--- src/rtl/dsp48a1_mac_sequencer_if.sv ---
// Operand, slice and result signals of the DSP48A1 MAC sequencer.
// slave is the sequencer side; master is the surrounding environment.
interface dsp48a1_mac_sequencer_if;
  logic               start;
  logic [7:0]         len;
  logic               in_valid;
  logic               in_ready;
  logic signed [17:0] in_a;
  logic signed [17:0] in_b;
  logic signed [17:0] dsp_a;
  logic signed [17:0] dsp_b;
  logic [7:0]         dsp_opmode;
  logic               dsp_ce;
  logic [47:0]        dsp_p;
  logic               res_valid;
  logic               res_ready;
  logic [47:0]        res_data;
  logic               busy;

  modport slave (
    input  start, len, in_valid, in_a, in_b,
    input  dsp_p, res_ready,
    output in_ready, dsp_a, dsp_b, dsp_opmode,
    output dsp_ce, res_valid, res_data, busy
  );

  modport master (
    output start, len, in_valid, in_a, in_b,
    output dsp_p, res_ready,
    input  in_ready, dsp_a, dsp_b, dsp_opmode,
    input  dsp_ce, res_valid, res_data, busy
  );
endinterface

--- src/rtl/dsp48a1_mac_sequencer.sv ---
// Job controller streaming operand pairs into one DSP48A1 slice
// as a signed MAC, then draining and holding the 48-bit result.
module dsp48a1_mac_sequencer #(
  parameter int RESULT_LAT  = 3,
  parameter int OPMODE_SKEW = RESULT_LAT - 2
) (
  input logic clk,
  input logic rst,
  dsp48a1_mac_sequencer_if.slave bus
);

  localparam logic [7:0] OPM_FIRST = 8'h01;
  localparam logic [7:0] OPM_ACC   = 8'h09;
  localparam logic [7:0] DRN_LAST  = 8'(RESULT_LAT - 2);

  typedef enum logic [2:0] {
    S_IDLE,
    S_RUN,
    S_DRAIN,
    S_CAPTURE,
    S_HOLD
  } state_t;

  state_t      state_q, state_d;
  logic [7:0]  len_q, len_d;
  logic [7:0]  cnt_q, cnt_d;
  logic [7:0]  drn_q, drn_d;
  logic [47:0] res_q, res_d;
  logic [OPMODE_SKEW-1:0][7:0] opm_q;

  logic               ce;
  logic               rdy;
  logic [7:0]         opm_in;
  logic signed [17:0] a_out;
  logic signed [17:0] b_out;
  logic [7:0]         cnt_inc;

  assign cnt_inc = cnt_q + 8'd1;

  always_ff @(posedge clk or posedge rst) begin
    if (rst) begin
      state_q <= S_IDLE;
      len_q   <= '0;
      cnt_q   <= '0;
      drn_q   <= '0;
      res_q   <= '0;
    end else begin
      state_q <= state_d;
      len_q   <= len_d;
      cnt_q   <= cnt_d;
      drn_q   <= drn_d;
      res_q   <= res_d;
    end
  end

  // OPMODE words track their operands only across enabled slice edges
  always_ff @(posedge clk or posedge rst) begin
    if (rst) begin
      opm_q <= {OPMODE_SKEW{OPM_ACC}};
    end else if (ce) begin
      opm_q[0] <= opm_in;
      for (int i = 1; i < OPMODE_SKEW; i++)
        opm_q[i] <= opm_q[i-1];
    end
  end

  always_comb begin
    state_d = state_q;
    len_d   = len_q;
    cnt_d   = cnt_q;
    drn_d   = drn_q;
    res_d   = res_q;
    ce      = 1'b0;
    rdy     = 1'b0;
    opm_in  = OPM_ACC;
    a_out   = '0;
    b_out   = '0;
    unique case (state_q)
      S_IDLE: begin
        if (bus.start) begin
          if (bus.len != 8'd0) begin
            state_d = S_RUN;
            len_d   = bus.len;
            cnt_d   = '0;
          end else begin
            state_d = S_HOLD;
            res_d   = '0;
          end
        end
      end
      S_RUN: begin
        rdy    = 1'b1;
        ce     = bus.in_valid;
        a_out  = bus.in_a;
        b_out  = bus.in_b;
        opm_in = (cnt_q == 8'd0) ? OPM_FIRST : OPM_ACC;
        if (bus.in_valid) begin
          cnt_d = cnt_inc;
          if (cnt_inc == len_q) begin
            state_d = S_DRAIN;
            drn_d   = '0;
          end
        end
      end
      S_DRAIN: begin
        ce = 1'b1;
        if (drn_q == DRN_LAST) begin
          state_d = S_CAPTURE;
        end else begin
          drn_d = drn_q + 8'd1;
        end
      end
      S_CAPTURE: begin
        res_d   = bus.dsp_p;
        state_d = S_HOLD;
      end
      S_HOLD: begin
        if (bus.res_ready) state_d = S_IDLE;
      end
      default: state_d = S_IDLE;
    endcase
  end

  assign bus.in_ready   = rdy;
  assign bus.dsp_ce     = ce;
  assign bus.dsp_a      = a_out;
  assign bus.dsp_b      = b_out;
  assign bus.dsp_opmode = opm_q[OPMODE_SKEW-1];
  assign bus.res_valid  = (state_q == S_HOLD);
  assign bus.res_data   = res_q;
  assign bus.busy       = (state_q != S_IDLE);

endmodule

--- src/flat_wrapper.sv ---
// flat-port wrapper written by rule: the top's interface ports become plain ports
module dsp48a1_mac_sequencer_flat 
#(
  parameter int RESULT_LAT  = 3,
  parameter int OPMODE_SKEW = RESULT_LAT - 2
)
  (clk, rst, bus_start, bus_len, bus_in_valid, bus_in_a, bus_in_b, bus_dsp_p, bus_res_ready, bus_in_ready, bus_dsp_a, bus_dsp_b, bus_dsp_opmode, bus_dsp_ce, bus_res_valid, bus_res_data, bus_busy);
  dsp48a1_mac_sequencer_if bus_i ();
  input logic clk;
  input logic rst;
  input wire logic [$bits(bus_i.start)-1:0] bus_start;
  input wire logic [$bits(bus_i.len)-1:0] bus_len;
  input wire logic [$bits(bus_i.in_valid)-1:0] bus_in_valid;
  input wire logic [$bits(bus_i.in_a)-1:0] bus_in_a;
  input wire logic [$bits(bus_i.in_b)-1:0] bus_in_b;
  input wire logic [$bits(bus_i.dsp_p)-1:0] bus_dsp_p;
  input wire logic [$bits(bus_i.res_ready)-1:0] bus_res_ready;
  output wire logic [$bits(bus_i.in_ready)-1:0] bus_in_ready;
  output wire logic [$bits(bus_i.dsp_a)-1:0] bus_dsp_a;
  output wire logic [$bits(bus_i.dsp_b)-1:0] bus_dsp_b;
  output wire logic [$bits(bus_i.dsp_opmode)-1:0] bus_dsp_opmode;
  output wire logic [$bits(bus_i.dsp_ce)-1:0] bus_dsp_ce;
  output wire logic [$bits(bus_i.res_valid)-1:0] bus_res_valid;
  output wire logic [$bits(bus_i.res_data)-1:0] bus_res_data;
  output wire logic [$bits(bus_i.busy)-1:0] bus_busy;
  assign bus_i.start = bus_start;
  assign bus_i.len = bus_len;
  assign bus_i.in_valid = bus_in_valid;
  assign bus_i.in_a = bus_in_a;
  assign bus_i.in_b = bus_in_b;
  assign bus_i.dsp_p = bus_dsp_p;
  assign bus_i.res_ready = bus_res_ready;
  assign bus_in_ready = bus_i.in_ready;
  assign bus_dsp_a = bus_i.dsp_a;
  assign bus_dsp_b = bus_i.dsp_b;
  assign bus_dsp_opmode = bus_i.dsp_opmode;
  assign bus_dsp_ce = bus_i.dsp_ce;
  assign bus_res_valid = bus_i.res_valid;
  assign bus_res_data = bus_i.res_data;
  assign bus_busy = bus_i.busy;
  dsp48a1_mac_sequencer #(.RESULT_LAT(RESULT_LAT), .OPMODE_SKEW(OPMODE_SKEW)) u_core (.clk(clk), .rst(rst), .bus(bus_i));
endmodule
--- config.mk ---
export PLATFORM = sky130hd
export DESIGN_NAME = dsp48a1_mac_sequencer_flat
export DESIGN_NICKNAME = d
export VERILOG_FILES = /design/src/rtl/dsp48a1_mac_sequencer_if.sv /design/src/rtl/dsp48a1_mac_sequencer.sv /design/src/flat_wrapper.sv
export SDC_FILE = /design/constraint.sdc
export NUM_CORES = 1
export LEC_CHECK = 0
export CORE_ASPECT_RATIO = 0.6
export CORE_MARGIN = 2
export CORE_UTILIZATION = 40
export CTS_CLUSTER_DIAMETER = 150
export CTS_CLUSTER_SIZE = 20
export DETAILED_ROUTE_END_ITERATION = 8
export GPL_TIMING_DRIVEN = 0
export PLACE_DENSITY = 0.81
export SKIP_CTS_REPAIR_TIMING = 1
export SLEW_MARGIN = 15
export SYNTH_ARGS = -nofsm -noshare
export SYNTH_HDL_FRONTEND = slang
export SYNTH_SLANG_ARGS = --single-unit
--- constraint.sdc ---
create_clock -name clk -period 2.4 [get_ports clk]
set_input_delay 0.24 -clock clk [delete_from_list [all_inputs] [get_ports clk]]
set_output_delay 0.24 -clock clk [all_outputs]
set_load 0.1 [all_outputs]
# --- Word-level counts from Yosys, hierarchy flattened ---
# Index checks and enable logic that the tools add are counted.
# W data, S select, Z words.
totals:
  regBits: 83
  out_inout_bits: 96
  in_bits: 97
op_classes:
  n_eq_ne: 14
  addsub: 2
  n_reduce_logical: 12
  n_mux: 24
op_table:
  columns: ["operator", "n"]
  rows:
  - ["$mux W48", 2]
  - ["$pmux W48 S2", 1]
  - ["$mux W8", 7]
  - ["$mux W18", 2]
  - ["$pmux W8 S2", 2]
  - ["$mux W3", 6]
  - ["$add A8 B1 Y8 const B", 2]
  - ["$pmux W3 S5", 1]
  - ["$ne A2 B2 Y1 const B", 5]
  - ["$eq A8 B1 Y1 const B", 1]
  - ["$eq A8 B8 Y1", 1]
  - ["$logic_not A8 Y1", 1]
  - ["$reduce_and A4 Y1", 2]
  - ["$reduce_bool A8 Y1", 1]
  - ["$eq A3 B2 Y1 const B", 2]
  - ["$ne A2 B1 Y1 const B", 3]
  - ["$reduce_and A3 Y1", 2]
  - ["$reduce_bool A2 Y1", 3]
  - ["$reduce_and A5 Y1", 1]
  - ["$mux W4", 1]
  - ["$eq A3 B1 Y1 const B", 1]
  - ["$eq A3 B3 Y1 const B", 1]
  - ["$logic_not A3 Y1", 1]
  - ["$reduce_bool A3 Y1", 1]
  - ["2 further kinds", 2]

# --- Depth between registers and ports, before layout ---
# Gate-level depths: netlist of the first run.
depth:
  ltp_word: 5
  ltp_mapped: 9
  ltp_nobuf: 7

# --- Worst setup path after synthesis of the first run ---
# OpenSTA, ideal clock, no wires.
synth_path:
  path_type: "register to output"
  startpoint: "register u_core.state_q[2]"
  endpoint: "output port bus_dsp_b[10]"
  required_ns: 2.160
  t_arrival_ns: 2.761
  slack_ns: -0.601
  stages_incl_launch_ff: 5
  n_path_buf: 2
  path_cell_list: "dfrtp_1 clkbuf_1 nor3b_1 clkbuf_1 and2_1"
synth_via:
  elab_chain_len: 2
synth_lines:
  columns: ["item", "line", "source"]
  rows:
  - ["from (decl)", "dsp48a1_mac_sequencer.sv:24", "state_t state_q, state_d;"]
  - ["from (signal assigned)", "dsp48a1_mac_sequencer.sv:48", "state_q <= state_d;"]
  - ["$eq A3 B1 Y1", "dsp48a1_mac_sequencer.sv:78", "unique case (state_q)"]
  - ["$mux W18", "dsp48a1_mac_sequencer.sv:78", null]
  - ["to (decl)", "flat_wrapper.sv:20", "output wire logic [$bits(bus_i.dsp_b)-1:0] bus_dsp_b;"]
# No other way between the ends.

# --- Worst setup path after layout of the first run ---
layout_path:
  startpoint: "register u_core.state_q[2]"
  endpoint: "output port bus_dsp_b[12]"
# Same word-level chain as after synthesis.

==> key figures, run 1 <==
Place
  • Hpwl dp: 8.23 mm
  • Pre-CTS setup slack: -1.03 ns
  • Port buffer count: 185
  • Placer Congestion: 0.875

Critical path
  • Cell chain of the critical path: nor3b_4 > clkbuf_2 > and2_2 > clkbuf_2
  • CP max stage cell: dfrtp_1
  • Cell mode on critical path: clkbuf_2
  • Setup crit end kind: primary output
  • Worst Reg-to-Reg Cells: 7
  • CP startpoint kind: flip-flop
  • Kind of critical path: reg -> out
  • Critical R2R Launch: u_core.cnt_q[1]$_DFFE_PP0P_
  • Worst Path Required: 2.16 ns
  • Largest stage delay, worst path: 0.50 ns
  • CP max FO: 10
  • CP Launch Point: u_core.state_q[2]$_DFFE_PP0P_
  • CP arrival: roughly 2 ns

Synthesis
  • Ys Warns: 0
  • Synth Instances: 363
  • Number of flops mapped to enable cells by yosys: 0
  • Post-synth cell types: 52
  • Top_reg_cell synth: dfrtp_1
  • Synth Register Bits: 76
  • Async S/R FF share, synth: 100%
  • Mean Syn Cell Area: just over 10 um2
  • Synth Cell Area: 3760 um2
  • Post-synthesis sequential area ratio: 50.6%

Die
  • Initial Util: about two fifths
  • Die H: 79.1 um
  • # rows: 27
  • Die area: 10,200 um2
  • Die W: 129 um
  • # IOs: between 150 and 200
  • Core area: 9160 um2

GRT
  • Tot GR Track Use: 21.3%
  • Initial antenna violation count: 0
  • First-pass GRT wire length: between 15 and 20 mm
  • Vias in the first global route: 3,388
  • Largest net degree at the start of global routing: 57
  • GR Overflow Total: 0

STA
  • Final critical-path required period: 2.30 ns
  • Final Max Tran Viols: 0
  • Final setup vio count: 0
  • Fmax: around 0.44 GHz
  • Period utilization: 95.8%
  • Worst-Margin Slew: between 1 and 1.5 ns
  • Max-slew headroom: 32.4%
  • Clk_skew: 0.00562 ns
  • Setup TNS: 0 ns
  • Hold Violations, Final: 0
  • Final critical-path setup slack: around 0.10 ns

Flow run
  • Max Cap Viol: 0

Cells and area
  • # diodes: 0
  • Share of layout cells above drive strength 1: 17.8%
  • Nets: 664
  • # fillers: 709
  • Commonest non-fill, non-tap cell in the layout: clkdlybuf4s50_1
  • Sequential cell area: 1900 um2
  • Area delta synth->final: 61.1%
  • Area taken by multi-input logic gates: 1700 um2
  • Most frequent cells in the layout: 145 x clkdlybuf4s50_1, 74 x dfrtp_1, 48 x a22o_1

Detailed routing
  • Initial detailed-routing violation count: around 230
  • Drt via density: ~5.1
  • Via count: roughly 3,500
  • Final ANT Viol Nets: 0
  • DRC: 0
  • WL/cell: 15.3 um
  • Routed WL: 10.7 mm
  • 1st-pass router iterations: 4

Clock network
  • Root buffer cell: clkbuf_16
  • Worst-Skew Late Latency: 0.34 ns
  • CTS clk-pin slew, worst paths: 0.06 ns
  • TritonCTS clock tree: yes
  • # H-tree levels: 3
  • Number of CTS-inserted buffers: 9
  • Clock Sinks: between 70 and 80
  • Worst-case clock buffer depth: 2

Hold path
  • Min-delay worst type: in -> async

Run status
  • Status: complete, no violations
-- worst paths after layout --
path,to,slack [ns]
worst max-delay path,bus_dsp_b[12],0.10
worst min-delay path,u_core.bus.res_data[46]$_DFFE_PP0P_,0.21
worst max register to register,u_core.state_q[0]$_DFFE_PP0P_,0.23
worst min register to register,u_core.bus.res_data[20]$_DFFE_PP0P_,0.50
max in group asynchronous,u_core.bus.dsp_opmode[3]$_DFFE_PP1P_,1.60
min in group clk,u_core.len_q[1]$_DFFE_PP0P_,0.49
-- layout make-up --
type                    instances  share of cell area (%)
flip-flops and latches         76                    31.4
repair buffers                186                    29.1
multi-input cells             253                    28.1
clock buffers                   9                    3.72
plain buffers                  31                    2.89
well taps                     130                    2.68
clock inverters                 7                    1.73
inverters                       6                   0.413
-- cell usage after synthesis (3+ instances only) --
library cell | number | area share [%]
and2_1 | 37 | 6.2
buf_4 | 8 | 1.6
a22o_1 | 48 | 11
nand2_1 | 45 | 4.5
dfrtp_1 | 75 | 50
ha_1 | 4 | 1.3
a31oi_1 | 3 | 0.50
o21ai_0 | 14 | 1.9
a21oi_1 | 4 | 0.53
nor2_1 | 16 | 1.6
clkbuf_1 | 12 | 1.2
mux2i_1 | 3 | 0.80
buf_2 | 12 | 1.6
nor3_1 | 3 | 0.40
or3_1 | 5 | 0.83
o21ai_1 | 5 | 0.66
nand3_1 | 11 | 1.5
xor2_1 | 3 | 0.70
inv_1 | 6 | 0.60
and3_1 | 4 | 0.66
xnor2_1 | 4 | 0.93
-- cell families after synthesis --
kind of cell               Yosys count  share of synthesized area (%)
DFF                                 76                           50.6
adders and majority gates            4                           1.33
AOI/OAI and AO/OA                   92                           19.7
xor gates and xnor gates             8                           2.23
and+or+nand+nor                    139                           19.8
other                                2                          0.200
muxes                                3                          0.798
buffers and inverters               39                           5.29
-- sequential cells by signal, indices dropped and copies added, names as in the netlist --
register,flops
u_core.len_q,8
u_core.bus.res_data,48
u_core.drn_q,8
u_core.state_q,3
u_core.cnt_q,8
u_core.bus.dsp_opmode,1
-- routing by layer --
metal  routed length, um  global-route usage (%)  share of wire, %
met3                 998                    7.68               9.3
met2                4910                    32.9                46
met5                   0                       0                 0
met1                4690                    28.4                44
met4                 110                    6.09               1.0
-- worst max-delay path: cells and delay by family, from the launching register on --
kind	cells	cell delay, ns
flip-flops	1	0.50
buffers and inverters	2	0.70
AND/OR/NAND/NOR	2	0.53
-- per-stage QoR --
stage          hold WS [ns]  instance area, um2  util, %  cells
6_report              0.207                6060     66.2    698
5_1_grt               0.230                6060     66.2    698
4_1_cts               0.211                6170     67.4    700
3_5_place_dp          0.482                5840     63.8    684
3_3_place_gp          0.481                5810     63.4    683
2_1_floorplan         0.345                3790        -    368
Power of run 1 is left out: the tool's default activity adds up to more than one toggle a clock period on the data nets, which glitch-free logic cannot reach.
==> run 2, diff against run 1 <==
--- a/config.mk
+++ b/config.mk
@@ -12,7 +12,7 @@
 export CTS_CLUSTER_SIZE = 20
 export DETAILED_ROUTE_END_ITERATION = 8
 export GPL_TIMING_DRIVEN = 0
-export PLACE_DENSITY = 0.81
+export PLACE_DENSITY = 0.8
 export SKIP_CTS_REPAIR_TIMING = 1
 export SLEW_MARGIN = 15
 export SYNTH_ARGS = -nofsm -noshare
==> run 2 against run 1 <==
Global-route usage rose by 1.0 points. Worst setup slack got worse by 0.010 ns. Routed wire length increased by 4.8%. Final cell count increased by 0.14%. Core utilization is 0.29 points higher. Critical path depth rose by 1. First-iteration DRC count shrank 2.2%. Clock skew grew 0.0025 ns. Largest cell class unchanged. Highest routed layer unchanged.
==> key figures, run 2 (synthesis results as in run 1) <==
Run status
  • Status: complete, no violations

Clock network
  • # H-tree levels: 3 (unchanged)
  • Clock Sinks: 76 (unchanged)
  • Worst-case clock buffer depth: 2 (unchanged)
  • Number of CTS-inserted buffers: 9 (unchanged)
  • CTS clk-pin slew, worst paths: 0.06 ns (about the same)
  • Worst-Skew Late Latency: 0.34 ns (about the same)
  • Root buffer cell: clkbuf_16
  • TritonCTS clock tree: yes

GRT
  • Vias in the first global route: 3,564 (+5.2%)
  • GR Overflow Total: 0 (unchanged)
  • Initial antenna violation count: 0 (unchanged)
  • Largest net degree at the start of global routing: 45 (-21%)
  • GR Util met1: 28.7% (+0.35 points)
  • Met2 Resource Use GR: 37.0% (+4.1 points)
  • First-pass GRT wire length: 17.8 mm (+5.3%)
  • Routing usage on met3: 6.94% (-0.74 points)
  • Most Crowded Layer GR: met2
  • Tot GR Track Use: 22.4% (+1.0 points)

Hold path
  • Min-delay worst type: in -> async

Cells and area
  • # diodes: 0 (unchanged)
  • Area delta synth->final: 61.8%
  • Commonest non-fill, non-tap cell in the layout: clkdlybuf4s50_1
  • Sequential cell area: 1900 um2 (unchanged)
  • Area taken by multi-input logic gates: 1700 um2 (unchanged)
  • Post-Route Utilization: 66.5% (+0.29 points)
  • Final std cell area, no fill: 6090 um2 (+0.43%)
  • Most frequent cells in the layout: 145 x clkdlybuf4s50_1, 74 x dfrtp_1, 48 x a22o_1
  • Nets: 665 (+0.15%)
  • Share of layout cells above drive strength 1: 17.8% (-0.031 points)
  • # fillers: 738 (+4.1%)
  • Max reg flops: 48 (unchanged)

STA
  • Fmax: 0.433 GHz (-0.43%)
  • Hold Violations, Final: 0 (unchanged)
  • Final setup vio count: 0 (unchanged)
  • RSZ-0062 raised after global routing: true
  • Final critical-path required period: 2.31 ns (+0.00996 ns)
  • Final Max Tran Viols: 0 (unchanged)
  • Hold Worst Slack: 0.250 ns (+0.0432 ns)
  • Max-slew headroom: 32.2% (-0.25 points)
  • Clk_skew: 0.00812 ns (+0.00251 ns)
  • Period utilization: 96.2% (+0.41 points)
  • Worst-Margin Slew: 1.01 ns (+0.00381 ns)

Die
  • Core area: 9160 um2 (unchanged)
  • # rows: 27 (unchanged)
  • # IOs: 193 (unchanged)
  • Die W: 129 um (unchanged)
  • Die H: 79.1 um (unchanged)
  • Die area: 10,200 um2 (unchanged)
  • Initial Util: 41.1% (unchanged)

Detailed routing
  • DRC: 0 (unchanged)
  • Via count: 3,552 (+0.40%)
  • 1st-pass router iterations: 4 (unchanged)
  • Final ANT Viol Nets: 0 (unchanged)
  • Drt via density: 5.08 (+0.25%)
  • WL/cell: 16.0 um (+4.6%)
  • Initial detailed-routing violation count: 221 (-2.2%)
  • Routed WL: 11.2 mm (+4.8%)

Critical path
  • FF-to-FF End: u_core.drn_q[1]$_DFFE_PP0P_
  • Worst Reg-to-Reg Cells: 8 (+1)
  • Kind of critical path: reg -> out
  • Worst Path Required: 2.16 ns (about the same)
  • Setup crit end: bus_dsp_a[3]
  • Critical R2R Launch: u_core.cnt_q[1]$_DFFE_PP0P_
  • CP arrival: 2.07 ns (about the same)
  • CP startpoint kind: flip-flop
  • CP max FO: 10 (unchanged)
  • CP Launch Point: u_core.state_q[2]$_DFFE_PP0P_
  • Worst R2R Setup Slack: 0.15 ns (-0.08 ns)
  • Setup crit end kind: primary output

Flow run
  • Max Cap Viol: 0 (unchanged)

Place
  • Placer Congestion: 0.870 (-0.66%)
  • Hpwl dp: 8.57 mm (+4.1%)
  • Port buffer count: 185 (unchanged)
  • Placed Area: 5830 um2 (-0.13%)
==> run 2: layout make-up <==
cell class / instances / share of cell area [%]
Tap cell: 130 / 2.67
Clock buffer: 10 / 3.76
Clock inverter: 6 / 1.17
Timing Repair Buffer: 187 / 29.8
Sequential cell: 76 / 31.3
Multi-Input combinational cell: 253 / 27.9
Buffer: 31 / 2.92
Inverter: 6 / 0.411
==> run 2: worst min path at each step <==
stage | start | to | slack (ns) | cells past startpoint
final | rst | u_core.bus.res_data[35]$_DFFE_PP0P_ | 0.25 | 2
after global routing | rst | u_core.bus.res_data[35]$_DFFE_PP0P_ | 0.30 | 2
after CTS | rst | u_core.bus.res_data[35]$_DFFE_PP0P_ | 0.26 | 2
after detailed placement | u_core.bus.res_data[12]$_DFFE_PP0P_ | u_core.bus.res_data[12]$_DFFE_PP0P_ | 0.48 | 1
after global placement | u_core.len_q[2]$_DFFE_PP0P_ | u_core.len_q[2]$_DFFE_PP0P_ | 0.48 | 2
after floorplan | bus_len[0] | u_core.len_q[0]$_DFFE_PP0P_ | 0.35 | 2
==> run 2: per-layer routing <==
metal	vias up	wire, um
met3	10	858
met2	139	5370
li1	1679	-
met4	0	100
met5	-	0
met1	1724	4890
==> run 2: stage by stage <==
| step | setup TNS (ns) | instances | setup slack [ns] |
|---|---|---|---|
| 2_1_floorplan | 0 | 368 | 0.0476 |
| 4_1_cts | -42.81 | 700 | -1.37 |
| 3_5_place_dp | -27.97 | 684 | -0.996 |
| 5_1_grt | -0.0301 | 699 | -0.0126 |
| 6_report | 0 | 699 | 0.0913 |
| 3_3_place_gp | -96.67 | 683 | -0.963 |
==> run 2: worst max-delay path: stages, from the launching register on <==
cell and delay (ns):
dfrtp_1 0.50, nor3b_4 0.34, buf_4 0.16, buf_4 0.14, and2_1 0.13, clkbuf_2 0.45
Power of run 2 is left out for the same reason.
